### config.mk
export PLATFORM = sky130hd
export DESIGN_NAME = key_cmd_ctrl
export DESIGN_NICKNAME = d
export VERILOG_FILES = /design/src/rtl/gol_ctrl_pkg.sv /design/src/rtl/ps2_key_parser.sv /design/src/rtl/key_cmd_ctrl.sv
export SDC_FILE = /design/constraint.sdc
export NUM_CORES = 1
export LEC_CHECK = 0
export ABC_AREA = 1
export BUFFER_PORTS_ARGS = -buffer_cell sky130_fd_sc_hd__clkbuf_2
export CORE_UTILIZATION = 30
export DETAILED_ROUTE_END_ITERATION = 16
export PLACE_DENSITY = 0.43
export SLEW_MARGIN = 10
export SYNTH_ARGS = -nofsm -noshare
export SYNTH_HDL_FRONTEND = slang
export SYNTH_SLANG_ARGS = --single-unit
### constraint.sdc
create_clock -name clk -period 2.8 [get_ports clk]
set_clock_uncertainty 0.2 [all_clocks]
set_input_delay 0.28 -clock clk [delete_from_list [all_inputs] [get_ports clk]]
set_output_delay 0.28 -clock clk [all_outputs]
set_load 0.01 [all_outputs]
### src/rtl/gol_ctrl_pkg.sv
// Shared definitions for the Game-of-Life keyboard controller: scan codes,
// command bit positions, parser states and the held-key encoding.
package gol_ctrl_pkg;

   // Prefix bytes
   localparam logic [7:0] SC_EXT    = 8'hE0;
   localparam logic [7:0] SC_BRK    = 8'hF0;

   // Window keys
   localparam logic [7:0] SC_UP     = 8'h1D;
   localparam logic [7:0] SC_DOWN   = 8'h1B;
   localparam logic [7:0] SC_LEFT   = 8'h1C;
   localparam logic [7:0] SC_RIGHT  = 8'h23;
   localparam logic [7:0] SC_ZIN    = 8'h55;
   localparam logic [7:0] SC_ZOUT   = 8'h4E;
   localparam logic [7:0] SC_CENTER = 8'h21;

   // Evolution keys (FASTER/SLOWER only valid after the E0 prefix)
   localparam logic [7:0] SC_STEP   = 8'h31;
   localparam logic [7:0] SC_RUN    = 8'h29;
   localparam logic [7:0] SC_CLEAR  = 8'h22;
   localparam logic [7:0] SC_RANDOM = 8'h2D;
   localparam logic [7:0] SC_FASTER = 8'h75;
   localparam logic [7:0] SC_SLOWER = 8'h72;
   localparam logic [7:0] SC_LOAD   = 8'h4B;
   localparam logic [7:0] SC_MODE   = 8'h3A;

   // Command bit indices
   localparam int WIN_UP = 0, WIN_DOWN = 1, WIN_LEFT = 2, WIN_RIGHT = 3;
   localparam int WIN_ZOOM_IN = 4, WIN_ZOOM_OUT = 5, WIN_CENTER = 6;
   localparam int ENVO_STEP = 0, ENVO_RUN = 1, ENVO_CLEAR = 2, ENVO_RANDOM = 3;
   localparam int ENVO_FASTER = 4, ENVO_SLOWER = 5, ENVO_LOAD = 6;

   typedef enum logic [1:0] {PS_IDLE, PS_EXT, PS_BRK, PS_EXT_BRK} parse_state_e;

   // Only auto-repeating keys can be held
   typedef enum logic [2:0] {
      HK_NONE, HK_UP, HK_DOWN, HK_LEFT, HK_RIGHT, HK_FASTER, HK_SLOWER
   } held_key_e;

   typedef struct packed {
      logic [6:0] win;
      logic [6:0] envo;
      logic       mode_tgl;
      held_key_e  hk;
   } key_dec_t;

   // Map a (prefix, code) pair to its command bits and held-key identity
   function automatic key_dec_t decode_key(input logic is_ext, input logic [7:0] code);
      key_dec_t d;
      d = '0;
      if (is_ext) begin
         case (code)
            SC_FASTER: begin d.envo[ENVO_FASTER] = 1'b1; d.hk = HK_FASTER; end
            SC_SLOWER: begin d.envo[ENVO_SLOWER] = 1'b1; d.hk = HK_SLOWER; end
            default: ;
         endcase
      end else begin
         case (code)
            SC_UP:     begin d.win[WIN_UP]    = 1'b1; d.hk = HK_UP;    end
            SC_DOWN:   begin d.win[WIN_DOWN]  = 1'b1; d.hk = HK_DOWN;  end
            SC_LEFT:   begin d.win[WIN_LEFT]  = 1'b1; d.hk = HK_LEFT;  end
            SC_RIGHT:  begin d.win[WIN_RIGHT] = 1'b1; d.hk = HK_RIGHT; end
            SC_ZIN:    d.win[WIN_ZOOM_IN]   = 1'b1;
            SC_ZOUT:   d.win[WIN_ZOOM_OUT]  = 1'b1;
            SC_CENTER: d.win[WIN_CENTER]    = 1'b1;
            SC_STEP:   d.envo[ENVO_STEP]    = 1'b1;
            SC_RUN:    d.envo[ENVO_RUN]     = 1'b1;
            SC_CLEAR:  d.envo[ENVO_CLEAR]   = 1'b1;
            SC_RANDOM: d.envo[ENVO_RANDOM]  = 1'b1;
            SC_LOAD:   d.envo[ENVO_LOAD]    = 1'b1;
            SC_MODE:   d.mode_tgl           = 1'b1;
            default: ;
         endcase
      end
      return d;
   endfunction

   // Command pulse {envo, win} emitted when a held key auto-repeats
   function automatic logic [13:0] repeat_cmd(input held_key_e hk);
      logic [6:0] win;
      logic [6:0] envo;
      win  = '0;
      envo = '0;
      case (hk)
         HK_UP:     win[WIN_UP]       = 1'b1;
         HK_DOWN:   win[WIN_DOWN]     = 1'b1;
         HK_LEFT:   win[WIN_LEFT]     = 1'b1;
         HK_RIGHT:  win[WIN_RIGHT]    = 1'b1;
         HK_FASTER: envo[ENVO_FASTER] = 1'b1;
         HK_SLOWER: envo[ENVO_SLOWER] = 1'b1;
         default: ;
      endcase
      return {envo, win};
   endfunction

endpackage

### src/rtl/ps2_key_parser.sv
// Turns the byte-valid level from the PS/2 receiver into single strobes and
// assembles E0/F0 prefixed sequences into one decoded key event per key.
module ps2_key_parser
   import gol_ctrl_pkg::*;
(
   input  logic       clk,
   input  logic       rst,
   input  logic [7:0] ps2_byte,
   input  logic       ps2_state,
   output logic       key_valid,
   output logic       key_break,
   output logic       key_ext,
   output logic [7:0] key_code
);

   logic         state_q;
   logic         state_qq;
   logic         strobe;
   logic [7:0]   byte_q;
   parse_state_e state;
   parse_state_e state_nxt;
   logic         valid_nxt;
   logic         break_nxt;
   logic         ext_nxt;

   // Register the byte-valid level and capture the byte alongside it
   // NOTE: sequential state uses <= so every flop samples pre-edge values.
   always_ff @(posedge clk or posedge rst) begin
      if (rst) begin
         state_q  <= 1'b0;
         state_qq <= 1'b0;
         byte_q   <= '0;
      end else begin
         state_q  <= ps2_state;
         state_qq <= state_q;
         if (ps2_state) byte_q <= ps2_byte;
      end
   end

   // One strobe per rising edge of the byte-valid level
   assign strobe = state_q & ~state_qq;

   // Prefix tracking and event decode
   always_comb begin
      // NOTE: every output of this block gets a default first so no latch is inferred.
      state_nxt = state;
      valid_nxt = 1'b0;
      break_nxt = 1'b0;
      ext_nxt   = 1'b0;
      if (strobe) begin
         state_nxt = PS_IDLE;
         case (state)
            PS_IDLE: begin
               if (byte_q == SC_EXT)      state_nxt = PS_EXT;
               else if (byte_q == SC_BRK) state_nxt = PS_BRK;
               else                       valid_nxt = 1'b1;
            end
            PS_EXT: begin
               if (byte_q == SC_BRK) begin
                  state_nxt = PS_EXT_BRK;
               end else begin
                  valid_nxt = 1'b1;
                  ext_nxt   = 1'b1;
               end
            end
            PS_BRK: begin
               valid_nxt = 1'b1;
               break_nxt = 1'b1;
            end
            default: begin
               valid_nxt = 1'b1;
               break_nxt = 1'b1;
               ext_nxt   = 1'b1;
            end
         endcase
      end
   end

   // Parser state and registered event outputs
   always_ff @(posedge clk or posedge rst) begin
      if (rst) begin
         state     <= PS_IDLE;
         key_valid <= 1'b0;
         key_break <= 1'b0;
         key_ext   <= 1'b0;
         key_code  <= '0;
      end else begin
         state     <= state_nxt;
         key_valid <= valid_nxt;
         key_break <= break_nxt;
         key_ext   <= ext_nxt;
         if (valid_nxt) key_code <= byte_q;
      end
   end

endmodule

### src/rtl/key_cmd_ctrl.sv
// Keyboard command controller: maps decoded key events to one-cycle window
// and evolution command pulses, auto-repeats held navigation/speed keys,
// tracks the saturating zoom width and the edit/run mode flag.
module key_cmd_ctrl
   import gol_ctrl_pkg::*;
#(
   parameter int VW_W          = 8,
   parameter int VW_MIN        = 8,
   parameter int VW_MAX        = 128,
   parameter int VW_STEP       = 8,
   parameter int VW_RESET      = 32,
   parameter int REPEAT_DELAY  = 12_500_000,
   parameter int REPEAT_PERIOD = 2_500_000
) (
   input  logic            clk,
   input  logic            rst,
   input  logic [7:0]      ps2_byte,
   input  logic            ps2_state,
   output logic [6:0]      win_ctrl_cmd,
   output logic [6:0]      envo_ctrl_cmd,
   output logic [VW_W-1:0] view_width,
   output logic            mode
);

   localparam int CNT_MAX = (REPEAT_DELAY > REPEAT_PERIOD) ? REPEAT_DELAY : REPEAT_PERIOD;
   localparam int CNT_W   = $clog2(CNT_MAX + 1);

   typedef logic [VW_W-1:0]  vw_t;
   typedef logic [VW_W:0]    vw_x_t;
   typedef logic [CNT_W-1:0] cnt_t;

   logic       key_valid;
   logic       key_break;
   logic       key_ext;
   logic [7:0] key_code;

   key_dec_t   dec;
   logic       make_hit;
   logic [6:0] win_nxt;
   logic [6:0] envo_nxt;
   logic       mode_nxt;
   vw_t        vw_nxt;
   vw_x_t      vw_sum;
   vw_x_t      vw_dif;
   held_key_e  held_key;
   held_key_e  held_nxt;
   cnt_t       rpt_cnt;
   cnt_t       cnt_nxt;

   ps2_key_parser u_parser (
      .clk       (clk),
      .rst       (rst),
      .ps2_byte  (ps2_byte),
      .ps2_state (ps2_state),
      .key_valid (key_valid),
      .key_break (key_break),
      .key_ext   (key_ext),
      .key_code  (key_code)
   );

   // Zoom arithmetic one bit wider than view_width so neither side can wrap
   assign vw_sum = {1'b0, view_width} + vw_x_t'(VW_STEP);
   assign vw_dif = {1'b0, view_width} - vw_x_t'(VW_STEP);

   // Command selection: auto-repeat first, then byte-derived events override it
   always_comb begin
      dec      = decode_key(key_ext, key_code);
      win_nxt  = '0;
      envo_nxt = '0;
      mode_nxt = mode;
      held_nxt = held_key;
      cnt_nxt  = rpt_cnt;
      vw_nxt   = view_width;

      // Typematic re-sends of the held key carry no new information
      make_hit = key_valid && !key_break
                 && ((dec.win != '0) || (dec.envo != '0) || dec.mode_tgl)
                 && !((dec.hk != HK_NONE) && (dec.hk == held_key));

      if (held_key != HK_NONE) begin
         if (rpt_cnt == cnt_t'(1)) begin
            {envo_nxt, win_nxt} = repeat_cmd(held_key);
            cnt_nxt             = cnt_t'(REPEAT_PERIOD);
         end else begin
            cnt_nxt = rpt_cnt - cnt_t'(1);
         end
      end

      if (key_valid && key_break && (dec.hk != HK_NONE) && (dec.hk == held_key)) begin
         held_nxt = HK_NONE;
         cnt_nxt  = '0;
         win_nxt  = '0;
         envo_nxt = '0;
      end

      if (make_hit) begin
         win_nxt  = dec.win;
         envo_nxt = dec.envo;
         mode_nxt = mode ^ dec.mode_tgl;
         if (dec.hk != HK_NONE) begin
            held_nxt = dec.hk;
            cnt_nxt  = cnt_t'(REPEAT_DELAY);
         end
      end

      if (win_nxt[WIN_ZOOM_IN]) begin
         vw_nxt = (vw_sum > vw_x_t'(VW_MAX)) ? vw_t'(VW_MAX) : vw_sum[VW_W-1:0];
      end else if (win_nxt[WIN_ZOOM_OUT]) begin
         vw_nxt = (vw_dif[VW_W] || (vw_dif < vw_x_t'(VW_MIN))) ? vw_t'(VW_MIN)
                                                               : vw_dif[VW_W-1:0];
      end else if (win_nxt[WIN_CENTER]) begin
         vw_nxt = vw_t'(VW_RESET);
      end
   end

   // Registered command pulses, view state and repeat tracking
   always_ff @(posedge clk or posedge rst) begin
      if (rst) begin
         win_ctrl_cmd  <= '0;
         envo_ctrl_cmd <= '0;
         view_width    <= vw_t'(VW_RESET);
         mode          <= 1'b0;
         held_key      <= HK_NONE;
         rpt_cnt       <= '0;
      end else begin
         win_ctrl_cmd  <= win_nxt;
         envo_ctrl_cmd <= envo_nxt;
         view_width    <= vw_nxt;
         mode          <= mode_nxt;
         held_key      <= held_nxt;
         rpt_cnt       <= cnt_nxt;
      end
   end

endmodule

# == Yosys cells after proc, flatten, opt, wreduce, memory -nomap -nowiden ==
# Index checks and enable logic that the tools add are counted.
# Widths: inputs -> output; s select.
# op_classes
n_addsub,3
n_lt_le_gt_ge,2
eq_ne,27
muxes,60
n_bitwise,3
reduce_logical,20
# ops
operator,count
$mux 24,5
$eq 8x6->1 const B,7
$mux 8,6
$eq 8x7->1 const B,5
$mux 7,4
$mux 1,27
$eq 24x1->1 const B,1
$eq 8x5->1 const B,3
$sub 24x1->24 const B,1
$eq 8x8->1 const B,2
$reduce_bool 7->1,2
$mux 3,4
$mux 6,2
$pmux 3 s4,1
$add 8x4->9 const B,1
$eq 3x3->1 const B,3
$gt 9x8->1 const B,1
$lt 9x4->1 const B,1
$reduce_bool 3->1,3
$sub 8x4->9 const B,1
$mux 2,4
$mux 4,2
$logic_and 1x1->1,7
$eq 3x2->1 const B,2
15 further kinds,20
# totals
ff_bits,73
output_inout_bits,23

# == Longest topological paths before layout ==
# Gate-level depths: netlist of run 1.
# logic_depth
word_depth,12
ltp_mapped,16

# == Modules after synthesis ==
# Synthesis of run 1 repeated with hierarchy kept, for this count alone.
# unflattened
cells_unflattened,529
hier_area_um2,4108.9
# modules_own_cells
mod,n_inst,cells_each,area_each_um2,seq_area_each_um2
key_cmd_ctrl,1,425,3096.7,1177.4
ps2_key_parser,1,104,1012.2,575.6

# == Least setup slack after synthesis of run 1 ==
# OpenSTA, ideal clock, no wires.
# synth_timing
kind,flip-flop to flip-flop
from,reg u_parser.key_code[2]
to,reg rpt_cnt[18]
setup_time_ns,0.128
t_arrival_ns,1.718
required_time_ns,2.472
setup_slack_ns,0.754
stages_incl_launch_ff,16
synth_period_minus_slack_ns,2.046
cell_sequence,dfrtp_1 > nor2_2 > inv_2 > nor2_1 > nand2_2 > nand2_1 > nor2_1 > nand2_1 > nand2_2 > nor2_4 > nand2_4 > nand2_4 > inv_6 > nand2_4 > nand3_1 > nor2b_1
# synth_via
elab_chain_cells,9
elab_cells_between_ends,51
# synth_rtl
item,line,text
from (decl),ps2_key_parser.sv:13,output logic [7:0] key_code
from (signal assigned),ps2_key_parser.sv:92,if (valid_nxt) key_code <= byte_q;
$eq 8x6->1 (tied with other cells),gol_ctrl_pkg.sv:59,case (code)
$pmux 3 s4 (tied with other cells),gol_ctrl_pkg.sv:59,
$mux 3 (tied with other cells),gol_ctrl_pkg.sv:52,if (is_ext) begin
$reduce_bool 3->1 / $reduce_bool 7->1 (equally long branches),n/a,
$logic_and 1x1->1 / $logic_or 1x1->1 (equally long branches) (2 in series),"key_cmd_ctrl.sv:89, key_cmd_ctrl.sv:77",
$mux 24 / $logic_and 1x1->1 (equally long branches),"key_cmd_ctrl.sv:89, key_cmd_ctrl.sv:77",
$mux 24 / $logic_and 1x1->1 (equally long branches),"key_cmd_ctrl.sv:100, key_cmd_ctrl.sv:78",
$mux 24 *,key_cmd_ctrl.sv:96,if (make_hit) begin
net cnt_nxt[18],key_cmd_ctrl.sv:48,cnt_t cnt_nxt;
to (signal assigned),key_cmd_ctrl.sv:131,rpt_cnt <= cnt_nxt;
to (decl),key_cmd_ctrl.sv:47,cnt_t rpt_cnt;
# Mark *: on every way through the listed nets, which the timed path passes. The rest lies on a longest branch.
# A chain may end at the register's enable or synchronous reset.

# == Final worst setup path of run 1 ==
# layout_timing
from,reg u_parser.key_code[7]
to,reg rpt_cnt[10]
# Same word-level chain as after synthesis.

==> flow_summary.yaml, run 1 <==
outcome:
  status: "completed"
pwr:
  p_per_area_nw_per_um2: 742.0
  p_leak_nw: 2.474
  vdd_drop_max_mv: 0.3012
clock_network:
  cts_setup_buffers: 0
  cts_buffers: 9
  cts.sinks: 70
  clk_pin_slew_worst_paths_ps: 50
  clk_latency_ps: 330
  clockBufferDepth: 2
  htreeDepth: 3
  cts_tree: "yes"
  root_buffer: "clkbuf_16"
route:
  drtIter0Drc: 273
  postRouteAntennaNets: 0
  wire_per_inst_microns: 13.11
  route.detailed.drc: 0
  num_vias: 3561
  post_drt_via_cell_ratio: 4.673
  wl_met3_microns: 430
  wl_met2_microns: 4323
  dr.pass1.iters: 5
  highest_layer: "met4"
  routed_wl_microns: 9991
  drt-met1-wl_microns: 5091
place:
  port_buffers: 30
  place.gp.congestion: 0.8912
  placed_cell_area_sq_um: 4390
  pre_cts_ws_ps: 182.8
  dp_hpwl_microns: 7644
sta:
  setup-violations-final: 0
  setup_ws_ps: 233.0
  final.setup.tns_ps: 0
  fmax_ghz: 0.3896
  tightest_slew_ps: 666.6
  relSlewSlack_pct: 55.50
  rsz0062_at_grt: "no"
  hold_viol: 0
  period_needed_ps: 2567
  period_share_pct: 91.68
  drv_slew: 0
yosys:
  ys_seq_area_share_pct: 43.44
  yosys_warnings: 0
  synth_area_sq_um: 4035
  synth-xor-area-share_pct: 4.558
  synth_fa_ha_area_share_pct: 1.550
  synthMuxAreaShare_pct: 0
  synth_top_family_by_area: "simple AND/OR/NAND/NOR gates"
  synth_cell_types: 37
  ys_seq_elements: 70
  synth_compound_area_share_pct: 6.760
  syn-instance-count: 536
  avgSynthCellArea_sq_um: 7.528
  synth-simple-area-share_pct: 35.07
grt:
  grt_start_max_net_pins: 42
  grt_pass1_wl_microns: 17180
  first_global_vias: 3412
  grt_overflow: 0
  grt_use_total_pct: 15.66
  antenna_found_initial: 0
layout:
  final_cell_area_sq_um: 4823
  fin_util_pct: 36.57
  insertedDiodeCount: 0
  n_fill_cell: 1394
  nets: 598
  mostFrequentLayoutCell: "nand2_1"
  final_cell_mix: "nand2_1, nor2_1, dfrtp_1"
  layout-drive-gt1-share_pct: 16.38
  area_growth_pct: 19.53
worst_setup_path:
  cp_common_cell: "nor2_1"
  required_ps: 2810
  r2r_setup_slack_ps: 230
  arrival_ps: 2570
  critPathLaunchType: "register"
  ff2ff_path_depth: 14
  path_class: "register to register"
  slowest_stage: "dfrtp_1"
  critical_path.max_fanout: 15
  endpoint_kind: "register"
  crit_chain: "nor2_2 -> nand4_1 -> nor2_1 -> nor2_1 -> nand2_1 -> nand2_2 -> nor2_4 -> nand2_4 -> nand2_4 -> inv_6 -> nand2_4 -> nand2_1 -> nor2_1 -> nor2_1"
  critPathMaxStageDelay_ps: 390
  critPathLaunch: "u_parser.key_code[7]"
  timing.rr.start: "u_parser.key_code[7]"
hold_path:
  holdPathStages: 1
  hold_path.startpoint: "ps2_state"
  hp-class: "primary input to register"
floorplan:
  die_x_microns: 118.0
  start_util_pct: 30.59
  die_h_microns: 118.0
  std_cell_rows: 42
  coreArea_sq_um: 13190
  io_pins: 34
  dieArea_sq_um: 13920
run:
  drv_cap: 0
==> synth_stat cells, drive strengths merged <==
master  instances  area share (%)
nand3          47             6.0
dfrtp          69              43
nor4           11             1.7
dfstp           1            0.65
or2             4            0.62
o22ai           2            0.47
nand4          13             2.0
ha              5             1.6
nor3           17             2.4
a21oi           8             1.4
and2            1            0.16
xor2           15             3.3
clkbuf          3            0.28
inv            77             7.3
xnor2           6             1.3
nand2         117              12
o21ai          36             4.7
o211ai          1            0.19
conb            1           0.093
and3            1            0.16
buf             5            0.96
nor2           95             9.8
nor2b           1            0.16
==> timing repair <==
item / CTS / global route
resized for setup: 0 / 2
hold endpoints to repair: 37 / 0
setup endpoints to repair: 0 / 12
hold buffers: 9 / 0
==> metal layers <==
metal,vias to the layer above,GRT usage (%)
met5,-,0
met4,0,5.929
met3,12,3.488
met2,77,23.20
met1,1668,22.11
li1,1804,-
==> path summary, 6_finish.rpt <==
check,end
max,rpt_cnt[10]
min,u_parser.state_q
max reg2reg,rpt_cnt[10]
min reg2reg,u_parser.state_qq
max in group asynchronous,view_width[5]
min in group asynchronous,u_parser.state_qq
==> flip-flops by register name, summed over array words and instances, names as in the netlist, 2 cells and up <==
register           count
rpt_cnt               24
win_ctrl_cmd           7
view_width             5
envo_ctrl_cmd          7
u_parser.key_code      8
held_key               3
u_parser.state         2
u_parser.byte_q        8
==> cells by family (layout without fill, tap and decap cells) <==
logic type / after synthesis / in the layout
other: 1 / 3
buffers and inverters: 85 / 133
AO/OA/AOI/OAI: 47 / 47
AND/OR/NAND/NOR: 307 / 307
adder cells (fa/ha/maj): 5 / 5
XOR/XNOR: 21 / 21
flip-flops: 70 / 70
==> worst max-delay path, delay by kind of cell, from the launching register on <==
family,cells,cell delay (ps)
simple gates,13,1750
buf+inv,1,90
flops,1,390
==> metrics by stage <==
step / std cells / hold slack [ps] / power (mW)
finish: 762 / 36.69 / 3.579
global route: 762 / 72.42 / 3.833
detailed placement: 738 / 160.4 / 2.259
global placement: 738 / 159.2 / 2.272
CTS: 762 / 34.60 / 3.610
floorplan: 538 / 111.4 / 2.018
==> cell type report <==
class | instances | area [sq um] | area share (%)
clock inverters | 4 | 95.09 | 1.971
repair buffers | 41 | 267.8 | 5.551
multi-input cells | 383 | 1951 | 40.44
inverters | 77 | 294.0 | 6.096
clock buffers | 11 | 242.7 | 5.032
well taps | 176 | 220.2 | 4.565
flip-flops and latches | 70 | 1753 | 36.34
==> power breakdown <==
part	leakage, nW	internal [mW]	switching [mW]
Combinational	1.38	0.330	0.584
Clock	0.166	0.888	0.427
Sequential	0.930	1.17	0.179
Total	2.47	2.39	1.19
No activity file was read; power rests on OpenSTA's default activity.
==> run 2, diff against run 1 <==
Settings changed: ABC_AREA 1 to default.
==> flow_summary.yaml, run 2 <==
sta:
  period_share_pct: 97.39
  relSlewSlack_pct: 51.38
  tightest_slew_ps: 729.3
  drv_slew: 0
  setup-violations-final: 0
  hold_viol: 0
  fmax_ghz: 0.3667
  setup_ws_ps: 73.13
  period_needed_ps: 2727
layout:
  n_fill_cell: 1330
  layout-drive-gt1-share_pct: 27.50
  insertedDiodeCount: 0
  final_cell_area_sq_um: 5106
  largest_register: "rpt_cnt"
  top_regs: "rpt_cnt (24), u_parser.byte_q (8), u_parser.key_code (8)"
  mostFrequentLayoutCell: "dfrtp_1"
  final_cell_mix: "dfrtp_1, buf_4, clkbuf_2"
  area_growth_pct: 27.57
  nets: 491
  largest_reg_flops: 24
hold_path:
  hp-class: "register to register"
  hold_path.startpoint: "u_parser.state_q"
pwr:
  vdd_drop_max_mv: 0.5558
  p_per_area_nw_per_um2: 679.6
  p_leak_nw: 2.160
floorplan:
  io_pins: 34
  std_cell_rows: 41
  coreArea_sq_um: 12820
  start_util_pct: 31.21
  die_h_microns: 117.5
  dieArea_sq_um: 13810
  die_x_microns: 117.5
worst_setup_path:
  arrival_ps: 2770
  critical_path.max_fanout: 6
  required_ps: 2850
  ff2ff_path_depth: 7
  crit_chain: "or4_4 -> or3_4 -> or4_4 -> buf_6 -> nor4_2 -> o41ai_1 -> mux2i_1"
  critPathMaxStageDelay_ps: 580
  r2r_end: "win_ctrl_cmd[3]"
  critPathLaunch: "rpt_cnt[14]"
  critPathLaunchType: "register"
  cp_common_cell: "or4_4"
  critPathCapture: "win_ctrl_cmd[3]"
  slowest_stage: "or4_4"
  endpoint_kind: "register"
  timing.rr.start: "rpt_cnt[14]"
  path_class: "register to register"
  r2r_setup_slack_ps: 70
route:
  dr.pass1.iters: 4
  num_vias: 3378
  post_drt_via_cell_ratio: 5.181
  drtIter0Drc: 224
  routed_wl_microns: 10370
  route.detailed.drc: 0
  wire_per_inst_microns: 15.90
  postRouteAntennaNets: 0
yosys:
  ys_seq_elements: 70
  ys_seq_area_share_pct: 43.79
  synth_commonest_cells: "dfrtp_1, nor2_1, clkbuf_1, nor3_1, xnor2_1"
  synth.most_common_cell: "dfrtp_1"
  synth_area_sq_um: 4003
  ys.flop_type: "dfrtp_1"
  yosysTopAreaCellShare_pct: 43.14
  yosys_warnings: 0
  avgSynthCellArea_sq_um: 9.762
  synth_area_leaders: "dfrtp_1, xnor2_1, mux2_2"
  synth_edf_count: 0
  syn-instance-count: 410
  post-synth-top-area-cell: "dfrtp_1"
  synth_cell_types: 68
  ys_async_sr_fraction_pct: 100.0
clock_network:
  clk_pin_slew_worst_paths_ps: 50
  cts_buffers: 9
  cts_tree: "yes"
  cts.sinks: 70
  clk_latency_ps: 340
  root_buffer: "clkbuf_16"
  clockBufferDepth: 2
  htreeDepth: 3
place:
  pre_cts_ws_ps: 0.06795
  dp_hpwl_microns: 7153
  place.gp.congestion: 0.7718
  placed_cell_area_sq_um: 4519
  port_buffers: 30
grt:
  antenna_found_initial: 0
  first_global_vias: 3451
  grt_overflow: 0
  grt_pass1_wl_microns: 17630
  grt_start_max_net_pins: 42
  grt_use_total_pct: 16.06
run:
  drv_cap: 0
outcome:
  status: "completed"
-- run 2: kinds of logic after synthesis --
logic type / share of synthesized area [%]
compound gates: 13.35
other cells: 0.09369
buf+inv: 5.095
flops: 43.80
fa+ha+maj: 1.563
simple gates: 25.19
xor+xnor: 5.252
mux: 5.658
-- run 2: where the power goes --
group          switching [mW]  internal [mW]
logic                   0.403          0.434
clock network           0.432          0.801
registers               0.194           1.21
total                    1.03           2.44
-- run 2: worst min-delay path by stage --
stage	cells past startpoint	slack, ps	end
CTS	0	200	u_parser.state_qq
global route	0	220	u_parser.state_qq
detailed placement	0	190	u_parser.state_qq
global placement	0	180	u_parser.state_qq
finish	0	200	u_parser.state_qq
floorplan	0	110	u_parser.state_q
-- run 2: final cells by class --
class	instances	area, sq um	area share [%]
clock buffers	12	246.5	4.827
clock inverters	4	70.07	1.372
inverters	14	52.55	1.029
multi-input cells	298	2170	42.49
flip-flops and latches	70	1754	34.35
well taps	172	215.2	4.215
repair buffers	82	598.1	11.71
-- run 2: critical path: cells and delay by family (launching register included) --
family	cells	cell delay, ps
mux	1	190
flops	1	390
simple gates	4	1580
compound gates	1	110
buf+inv	1	150
-- run 2: per-stage QoR --
stage               instances  utilization (%)  hold slack [ps]  power (mW)  setup TNS [ps]
floorplan                 412                -            111.4       1.928               0
global placement          619            35.24            182.5       2.141               0
detailed placement        619            35.24            190.6       2.152               0
CTS                       646            38.73            203.0       3.421               0
global route              652            39.81            218.1       3.676          -20.81
finish                    652            39.81            199.5       3.470               0
-- run 2: repair_timing --
| item | 4_1_cts | 5_1_grt |
|---|---|---|
| gates resized for setup | 4 | 19 |
| endpoints found under the setup margin | 4 | 41 |
| hold buffers | 10 | 0 |
| cloned | 1 | 0 |
| setup buffers | 0 | 6 |
| hold endpoints to repair | 38 | 0 |
| pin swaps | 0 | 4 |
-- run 2: layer usage --
metal,vias up,global-route usage [%],part of all wire (%)
li1,1647,-,-
met1,1646,22.52,50
met2,73,23.89,44
met3,12,4.312,4.1
met4,0,5.128,1.5
met5,-,0,0
